`config.mk`:
```
export PLATFORM = sky130hd
export DESIGN_NAME = apb_master_arbiter_flat
export DESIGN_NICKNAME = d
export VERILOG_FILES = /design/src/rtl/apb_master_arbiter_if.sv /design/src/rtl/apb_master_arbiter.sv /design/src/flat_wrapper.sv
export SDC_FILE = /design/constraint.sdc
export NUM_CORES = 1
export LEC_CHECK = 0
export CAP_MARGIN = 0
export CORE_ASPECT_RATIO = 0.5
export CORE_MARGIN = 8
export CORE_UTILIZATION = 30
export DETAILED_ROUTE_END_ITERATION = 16
export HOLD_SLACK_MARGIN = 0.06
export PLACE_DENSITY = 0.75
export SYNTH_ARGS = -nofsm -noshare
export SYNTH_HDL_FRONTEND = slang
export SYNTH_SLANG_ARGS = --single-unit
```
`constraint.sdc`:
```
create_clock -name pclk -period 1.96 [get_ports pclk]
set_clock_uncertainty 0.15 [all_clocks]
set_input_delay 0.392 -clock pclk [delete_from_list [all_inputs] [get_ports pclk]]
set_output_delay 0.392 -clock pclk [all_outputs]
set_load 0.05 [all_outputs]
```
`src/rtl/apb_master_arbiter_if.sv`:
```
// Bundle of request-side and APB-side signals for apb_master_arbiter.
//   req_*  : per-requester request inputs, one-hot req_ready back
//   rsp_*  : one-hot response pulse plus shared read data / status
//   p*     : APB4 master pins (paddr, psel, penable, pwrite, pwdata,
//            prdata, pready, pslverr)
// modport master : the arbiter's view
// modport slave  : the environment's view (requesters + APB slave)
interface apb_master_arbiter_if #(
    parameter int NUM_REQ = 2
);
    logic [NUM_REQ-1:0]    req_valid;
    logic [NUM_REQ-1:0]    req_ready;
    logic [NUM_REQ*32-1:0] req_addr;
    logic [NUM_REQ-1:0]    req_write;
    logic [NUM_REQ*32-1:0] req_wdata;
    logic [NUM_REQ-1:0]    rsp_valid;
    logic [31:0]           rsp_rdata;
    logic                  rsp_err;
    logic                  rsp_timeout;
    logic [31:0]           paddr;
    logic                  psel;
    logic                  penable;
    logic                  pwrite;
    logic [31:0]           pwdata;
    logic [31:0]           prdata;
    logic                  pready;
    logic                  pslverr;

    modport master (
        input  req_valid, req_addr, req_write, req_wdata,
        input  prdata, pready, pslverr,
        output req_ready, rsp_valid, rsp_rdata, rsp_err, rsp_timeout,
        output paddr, psel, penable, pwrite, pwdata
    );

    modport slave (
        output req_valid, req_addr, req_write, req_wdata,
        output prdata, pready, pslverr,
        input  req_ready, rsp_valid, rsp_rdata, rsp_err, rsp_timeout,
        input  paddr, psel, penable, pwrite, pwdata
    );
endinterface

```
`src/rtl/apb_master_arbiter.sv`:
```
// Round-robin arbiter + APB4 transfer sequencer sharing one APB master
// bus among NUM_REQ single-beat requesters, with an ACCESS wait-state
// timeout (TIMEOUT_CYC, 0 disables it).
// Ports:
//   pclk     : APB clock, rising edge
//   preset_n : asynchronous active-low reset
//   bus      : apb_master_arbiter_if.master (request, response, APB pins)
//
// state   | meaning
// --------+-----------------------------------------------------------
// IDLE    | arbitrate; req_ready to winner, latch its request
// SETUP   | psel=1, penable=0
// ACCESS  | psel=1, penable=1; wait for pready or timeout
module apb_master_arbiter #(
    parameter int NUM_REQ     = 2,
    parameter int TIMEOUT_CYC = 255
) (
    input  logic                 pclk,
    input  logic                 preset_n,
    apb_master_arbiter_if.master bus
);
    localparam int IDX_W   = (NUM_REQ > 1) ? $clog2(NUM_REQ) : 1;
    localparam int CNT_W   = (TIMEOUT_CYC > 1) ? $clog2(TIMEOUT_CYC + 1) : 1;
    localparam int TO_LAST = (TIMEOUT_CYC > 0) ? TIMEOUT_CYC - 1 : 0;
    localparam logic [NUM_REQ-1:0] ONE = NUM_REQ'(1);

    typedef enum logic [1:0] {S_IDLE, S_SETUP, S_ACCESS} state_t;

    state_t             r_state;
    state_t             w_state_nxt;
    logic [IDX_W-1:0]   r_last;
    logic [IDX_W-1:0]   r_gnt;
    logic [IDX_W-1:0]   w_gnt;
    logic [IDX_W-1:0]   w_cand;
    logic               w_gnt_vld;
    logic               w_grant;
    logic               w_done;
    logic               w_timeout;
    logic [NUM_REQ-1:0] w_req_ready;
    logic [CNT_W-1:0]   r_cnt;
    logic [31:0]        r_paddr;
    logic [31:0]        r_pwdata;
    logic               r_pwrite;
    logic               r_psel;
    logic               r_penable;
    logic [NUM_REQ-1:0] r_rsp_valid;
    logic [31:0]        r_rsp_rdata;
    logic               r_rsp_err;
    logic               r_rsp_timeout;

    function automatic logic [IDX_W-1:0] wrap_idx(input logic [31:0] v);
        return (v >= NUM_REQ) ? IDX_W'(v - NUM_REQ) : IDX_W'(v);
    endfunction

    // Scan from lowest to highest priority so the last hit wins; the
    // highest-priority slot is the one just after the previous winner.
    always_comb begin
        w_gnt     = r_last;
        w_gnt_vld = 1'b0;
        w_cand    = '0;
        for (int i = NUM_REQ; i >= 1; i--) begin
            w_cand = wrap_idx(32'(r_last) + 32'(i));
            if (bus.req_valid[w_cand]) begin
                w_gnt     = w_cand;
                w_gnt_vld = 1'b1;
            end
        end
    end

    always_ff @(posedge pclk or negedge preset_n) begin
        if (!preset_n) begin
            r_state <= S_IDLE;
        end else begin
            r_state <= w_state_nxt;
        end
    end

    always_comb begin
        w_state_nxt = r_state;
        case (r_state)
            S_IDLE:   if (w_gnt_vld) w_state_nxt = S_SETUP;
            S_SETUP:  w_state_nxt = S_ACCESS;
            S_ACCESS: if (bus.pready || w_timeout) w_state_nxt = S_IDLE;
            default:  w_state_nxt = S_IDLE;
        endcase
    end

    always_comb begin
        w_grant     = (r_state == S_IDLE) && w_gnt_vld;
        w_done      = (r_state == S_ACCESS) && bus.pready;
        w_timeout   = (TIMEOUT_CYC != 0) && (r_state == S_ACCESS) && !bus.pready
                      && (r_cnt == CNT_W'(TO_LAST));
        w_req_ready = '0;
        if (w_grant) w_req_ready = ONE << w_gnt;
    end

    // Registered APB outputs follow the next state so psel/penable are
    // glitch-free and drop in the cycle after ACCESS ends.
    always_ff @(posedge pclk or negedge preset_n) begin
        if (!preset_n) begin
            r_last        <= IDX_W'(NUM_REQ - 1);
            r_gnt         <= '0;
            r_cnt         <= '0;
            r_paddr       <= '0;
            r_pwdata      <= '0;
            r_pwrite      <= 1'b0;
            r_psel        <= 1'b0;
            r_penable     <= 1'b0;
            r_rsp_valid   <= '0;
            r_rsp_rdata   <= '0;
            r_rsp_err     <= 1'b0;
            r_rsp_timeout <= 1'b0;
        end else begin
            r_psel    <= (w_state_nxt != S_IDLE);
            r_penable <= (w_state_nxt == S_ACCESS);

            if (w_grant) begin
                r_last   <= w_gnt;
                r_gnt    <= w_gnt;
                r_paddr  <= bus.req_addr[32*w_gnt +: 32];
                r_pwdata <= bus.req_wdata[32*w_gnt +: 32];
                r_pwrite <= bus.req_write[w_gnt];
                r_cnt    <= '0;
            end else if ((r_state == S_ACCESS) && !bus.pready) begin
                r_cnt <= r_cnt + CNT_W'(1);
            end

            r_rsp_valid   <= '0;
            r_rsp_rdata   <= '0;
            r_rsp_err     <= 1'b0;
            r_rsp_timeout <= 1'b0;
            if (w_done) begin
                r_rsp_valid <= ONE << r_gnt;
                r_rsp_err   <= bus.pslverr;
                r_rsp_rdata <= r_pwrite ? 32'h0 : bus.prdata;
            end else if (w_timeout) begin
                r_rsp_valid   <= ONE << r_gnt;
                r_rsp_err     <= 1'b1;
                r_rsp_timeout <= 1'b1;
            end
        end
    end

    assign bus.req_ready   = w_req_ready;
    assign bus.paddr       = r_paddr;
    assign bus.pwdata      = r_pwdata;
    assign bus.pwrite      = r_pwrite;
    assign bus.psel        = r_psel;
    assign bus.penable     = r_penable;
    assign bus.rsp_valid   = r_rsp_valid;
    assign bus.rsp_rdata   = r_rsp_rdata;
    assign bus.rsp_err     = r_rsp_err;
    assign bus.rsp_timeout = r_rsp_timeout;
endmodule

```
`src/flat_wrapper.sv`:
```
// flat-port wrapper written by rule: the top's interface ports become plain ports
module apb_master_arbiter_flat 
#(
    parameter int NUM_REQ     = 2,
    parameter int TIMEOUT_CYC = 255
)
  (pclk, preset_n, bus_req_valid, bus_req_addr, bus_req_write, bus_req_wdata, bus_prdata, bus_pready, bus_pslverr, bus_req_ready, bus_rsp_valid, bus_rsp_rdata, bus_rsp_err, bus_rsp_timeout, bus_paddr, bus_psel, bus_penable, bus_pwrite, bus_pwdata);
  apb_master_arbiter_if #(.NUM_REQ(NUM_REQ)) bus_i ();
  input  logic pclk;
  input  logic preset_n;
  input wire logic [$bits(bus_i.req_valid)-1:0] bus_req_valid;
  input wire logic [$bits(bus_i.req_addr)-1:0] bus_req_addr;
  input wire logic [$bits(bus_i.req_write)-1:0] bus_req_write;
  input wire logic [$bits(bus_i.req_wdata)-1:0] bus_req_wdata;
  input wire logic [$bits(bus_i.prdata)-1:0] bus_prdata;
  input wire logic [$bits(bus_i.pready)-1:0] bus_pready;
  input wire logic [$bits(bus_i.pslverr)-1:0] bus_pslverr;
  output wire logic [$bits(bus_i.req_ready)-1:0] bus_req_ready;
  output wire logic [$bits(bus_i.rsp_valid)-1:0] bus_rsp_valid;
  output wire logic [$bits(bus_i.rsp_rdata)-1:0] bus_rsp_rdata;
  output wire logic [$bits(bus_i.rsp_err)-1:0] bus_rsp_err;
  output wire logic [$bits(bus_i.rsp_timeout)-1:0] bus_rsp_timeout;
  output wire logic [$bits(bus_i.paddr)-1:0] bus_paddr;
  output wire logic [$bits(bus_i.psel)-1:0] bus_psel;
  output wire logic [$bits(bus_i.penable)-1:0] bus_penable;
  output wire logic [$bits(bus_i.pwrite)-1:0] bus_pwrite;
  output wire logic [$bits(bus_i.pwdata)-1:0] bus_pwdata;
  assign bus_i.req_valid = bus_req_valid;
  assign bus_i.req_addr = bus_req_addr;
  assign bus_i.req_write = bus_req_write;
  assign bus_i.req_wdata = bus_req_wdata;
  assign bus_i.prdata = bus_prdata;
  assign bus_i.pready = bus_pready;
  assign bus_i.pslverr = bus_pslverr;
  assign bus_req_ready = bus_i.req_ready;
  assign bus_rsp_valid = bus_i.rsp_valid;
  assign bus_rsp_rdata = bus_i.rsp_rdata;
  assign bus_rsp_err = bus_i.rsp_err;
  assign bus_rsp_timeout = bus_i.rsp_timeout;
  assign bus_paddr = bus_i.paddr;
  assign bus_psel = bus_i.psel;
  assign bus_penable = bus_i.penable;
  assign bus_pwrite = bus_i.pwrite;
  assign bus_pwdata = bus_i.pwdata;
  apb_master_arbiter #(.NUM_REQ(NUM_REQ), .TIMEOUT_CYC(TIMEOUT_CYC)) u_core (.pclk(pclk), .preset_n(preset_n), .bus(bus_i));
endmodule
```
==> metrics.csv <==
stage,metric,value,unit
synth,async set or reset register ratio after synthesis,100,%
critical_path,Worst Reg-to-Reg Cells,6,
floorplan,Die ar.,20300,sq um
synth,dominant cells by area after synthesis,"dfrtp_1 (60%), a221o_1 (14%), a21boi_0 (10%)",
job,MaxCap Viol Count,0,
synth,"Top FF cell, synth",dfrtp_1,
critical_path,worst r2r src,u_core.r_last,
timing,RSZ-0062 raised after global routing,true,
floorplan,num rows,32,
critical_path,CP startpoint kind,flop,
critical_path,critical path class,flop to output port,
synth,Seq cells post-synth,115,
synth,part of the Yosys area used for sequential elements,60.9,%
synth,Yosys top cell by area,dfrtp_1,
routing,remaining routing DRC violations,0,
routing,post-DR vias/cell,4.94,
synth,Post-synth EDFFs,0,
floorplan,core box area,15400,sq um
critical_path,r2r setup slk,0.11,ns
min_path,worst hold path type,input port to asynchronous set/reset pin,
critical_path,slowest stage cell on the critical path,dfstp_2,
critical_path,Critical Path Fanout Max,3,
placed_design,post-DP HPWL,13.0,mm
synth,Synth Instances,369,
clock_network,worst-skew pair later-pin latency,0.39,ns
clock_network,cts bufs inserted,17,
power_and_ir_drop,Leak Pwr,0.00372,uW
timing,Least-Margin Pin Slew,0.531,ns
routing,Routed WL,17.4,mm
grt,Overall Global Routing Usage,16.7,%
critical_path,crit path to,bus_req_ready[0],
critical_path,required time worst endpoint,1.42,ns
critical_path,CP peak stage delay,0.54,ns
critical_path,type of element capturing the critical path,output port,
synth,Synth Cell Area,4730,sq um
synth,Mean Syn Cell Area,12.8,sq um
synth,Yosys top cell area share,60.3,%
timing,worst relative slew slack,64.6,%
clock_network,H-tree depth,4,
timing,Final Setup Violations,0,
timing,final-report max-slew violation count,0,
placed_design,RePlAce Congestion,0.778,
finish,Nets,820,
clock_network,clock-pin slew on the worst setup and hold paths,0.06,ns
timing,Final WS setup,0.0155,ns
critical_path,CP arrival,1.40,ns
clock_network,Clock Path Buffers,2,
synth,post-synthesis net count,539,
placed_design,PortBufs,272,
routing,Iteration-0 DRC Markers,255,
finish,antenna diode count,0,
finish,most frequent cells in the layout,"clkdlybuf4s50_1 (166), buf_4 (119), dfrtp_1 (114)",
timing,TNS Setup,0,ns
clock_network,CTS tree,built,
outcome,status,finished clean,
floorplan,Die W,194,um
power_and_ir_drop,Max VDD drop,0.832,mV
clock_network,Root Driver,clkbuf_16,
grt,gr ovfl total,0,
floorplan,Die Ht,105,um
grt,vias in the first global route,4718,
timing,period utilisation layout,99.2,%
timing,Fin. Hold Viols,0,
power_and_ir_drop,Power per Cell Area,1670,nW/um^2
critical_path,Crit Reg-Reg Endpoint,u_core.bus.pwdata[1],
finish,synthesis-to-finish area growth,73.4,%
floorplan,I/O pin count,273,
routing,Avg WL per Cell,20.1,um
grt,initial antenna violation count,0,
critical_path,Crit. Startpoint,u_core.r_last,
placed_design,post-place setup slack,-0.207,ns
synth,Synthesis Warnings,0,
routing,drt first pass iters,5,
floorplan,Initial Util,30.7,%
finish,share of layout cells above drive strength 1,25.4,%
critical_path,crit-path cells,"nand2b_1, and3_4, buf_12",
clock_network,clk sinks,115,
timing,fmax,514,MHz
synth,Netlist cell types,32,
routing,Post-DRT Antenna Nets,0,
timing,Final min period,1.94,ns
grt,global-route wire length before repair,27.2,mm
timing,final hold slack,0.338,ns
grt,largest net degree at the start of global routing,52,
routing,Vias,4279,
finish,"commonest non-fill, non-tap cell in the layout",clkdlybuf4s50_1,
## stage by stage
| step | total power, uW | cells | utilization (%) | cell area (sq um) |
|---|---|---|---|---|
| 2_1_floorplan | 8070 | 369 | - | 4730 |
| 3_3_place_gp | 10500 | 829 | 49.0 | 7550 |
| 3_5_place_dp | 10600 | 829 | 49.0 | 7550 |
| 4_1_cts | 13800 | 865 | 53.1 | 8190 |
| 5_1_grt | 14400 | 866 | 53.2 | 8200 |
| 6_report | 13700 | 866 | 53.2 | 8200 |
## worst min path at each step
stage / slack (ns) / endpoint / depth (start not counted) / from
finish: 0.34 / u_core.bus.pwdata[24] / 2 / preset_n
global route: 0.35 / u_core.bus.rsp_rdata[29] / 2 / preset_n
CTS: 0.31 / u_core.bus.rsp_rdata[29] / 2 / preset_n
detailed placement: 0.20 / u_core.bus.pwdata[24] / 1 / preset_n
global placement: 0.20 / u_core.bus.rsp_rdata[31] / 1 / preset_n
floorplan: -0.05 / u_core.bus.paddr[0] / 0 / preset_n
## final cells by class
class,instances,area (sq um)
Clock buffer,17,425
Clock inverter,14,164
Fill cell,1328,7210
Inverter,4,15.0
Multi-Input combinational cell,216,1710
Sequential cell,115,2880
Tap cell,204,255
Timing Repair Buffer,296,2760
## worst max-delay path: cells and delay by family (launching register included)
family / cells / cell delay, ns
buffers and inverters: 1 / 0.14
and+or+nand+nor: 2 / 0.33
DFF: 1 / 0.54
## registers in the layout (all words and copies together) (netlist names), 2 cells and up
register              count
u_core.bus.paddr         32
u_core.r_cnt              8
u_core.bus.pwdata        32
u_core.r_state            2
u_core.bus.rsp_valid      2
u_core.bus.rsp_rdata     32
## power breakdown
group / internal, uW / total [uW] / switching (uW) / leakage (uW)
Clock: 1990 / 3110 / 1120 / 0.000285
Combinational: 2550 / 6990 / 4450 / 0.00195
Sequential: 3190 / 3630 / 434 / 0.00148
## repair_timing
| item | 4_1_cts | 5_1_grt |
|---|---|---|
| buffers inserted | 4 | 2 |
| pin swaps | 3 | 3 |
| setup endpoints to repair | 2 | 2 |
| hold buffers | 1 | 0 |
| endpoints found under the hold margin | 25 | 0 |
| gates resized for setup | 3 | 0 |
## synthesized netlist by cell type (2+ instances only)
cell type,number
a21boi_0,65
a21oi_1,6
a221o_1,65
and2_1,32
and3_1,4
buf_1,2
buf_2,12
clkbuf_1,19
dfrtp_1,114
ha_1,2
inv_1,4
mux2i_1,2
nand2_1,5
nand3_1,4
nor2_1,6
o2111a_1,2
o21ai_0,3
o22ai_1,2
o31ai_1,3
or2_2,3
or4_1,2
xnor2_1,2
## per-layer routing
metal | track usage [%] | vias up | routed length, um
met3 | 3.91 | 25 | 735
met2 | 30.7 | 129 | 9400
met4 | 5.30 | 0 | 323
met5 | 0 | - | 0
met1 | 19.2 | 2154 | 6920
li1 | - | 1971 | -
## logic make-up (layout without fill, tap and decap cells)
logic type | Yosys count | count (layout) | synth area share, %
buffers and inverters | 38 | 331 | 3.41
xor gates and xnor gates | 2 | 2 | 0.371
and+or+nand+nor | 63 | 63 | 7.94
DFF | 115 | 115 | 60.9
adders and majority gates | 2 | 2 | 0.529
muxes | 2 | 2 | 0.423
AOI/OAI and AO/OA | 147 | 147 | 26.4
No activity file was read; power rests on OpenSTA's default activity.
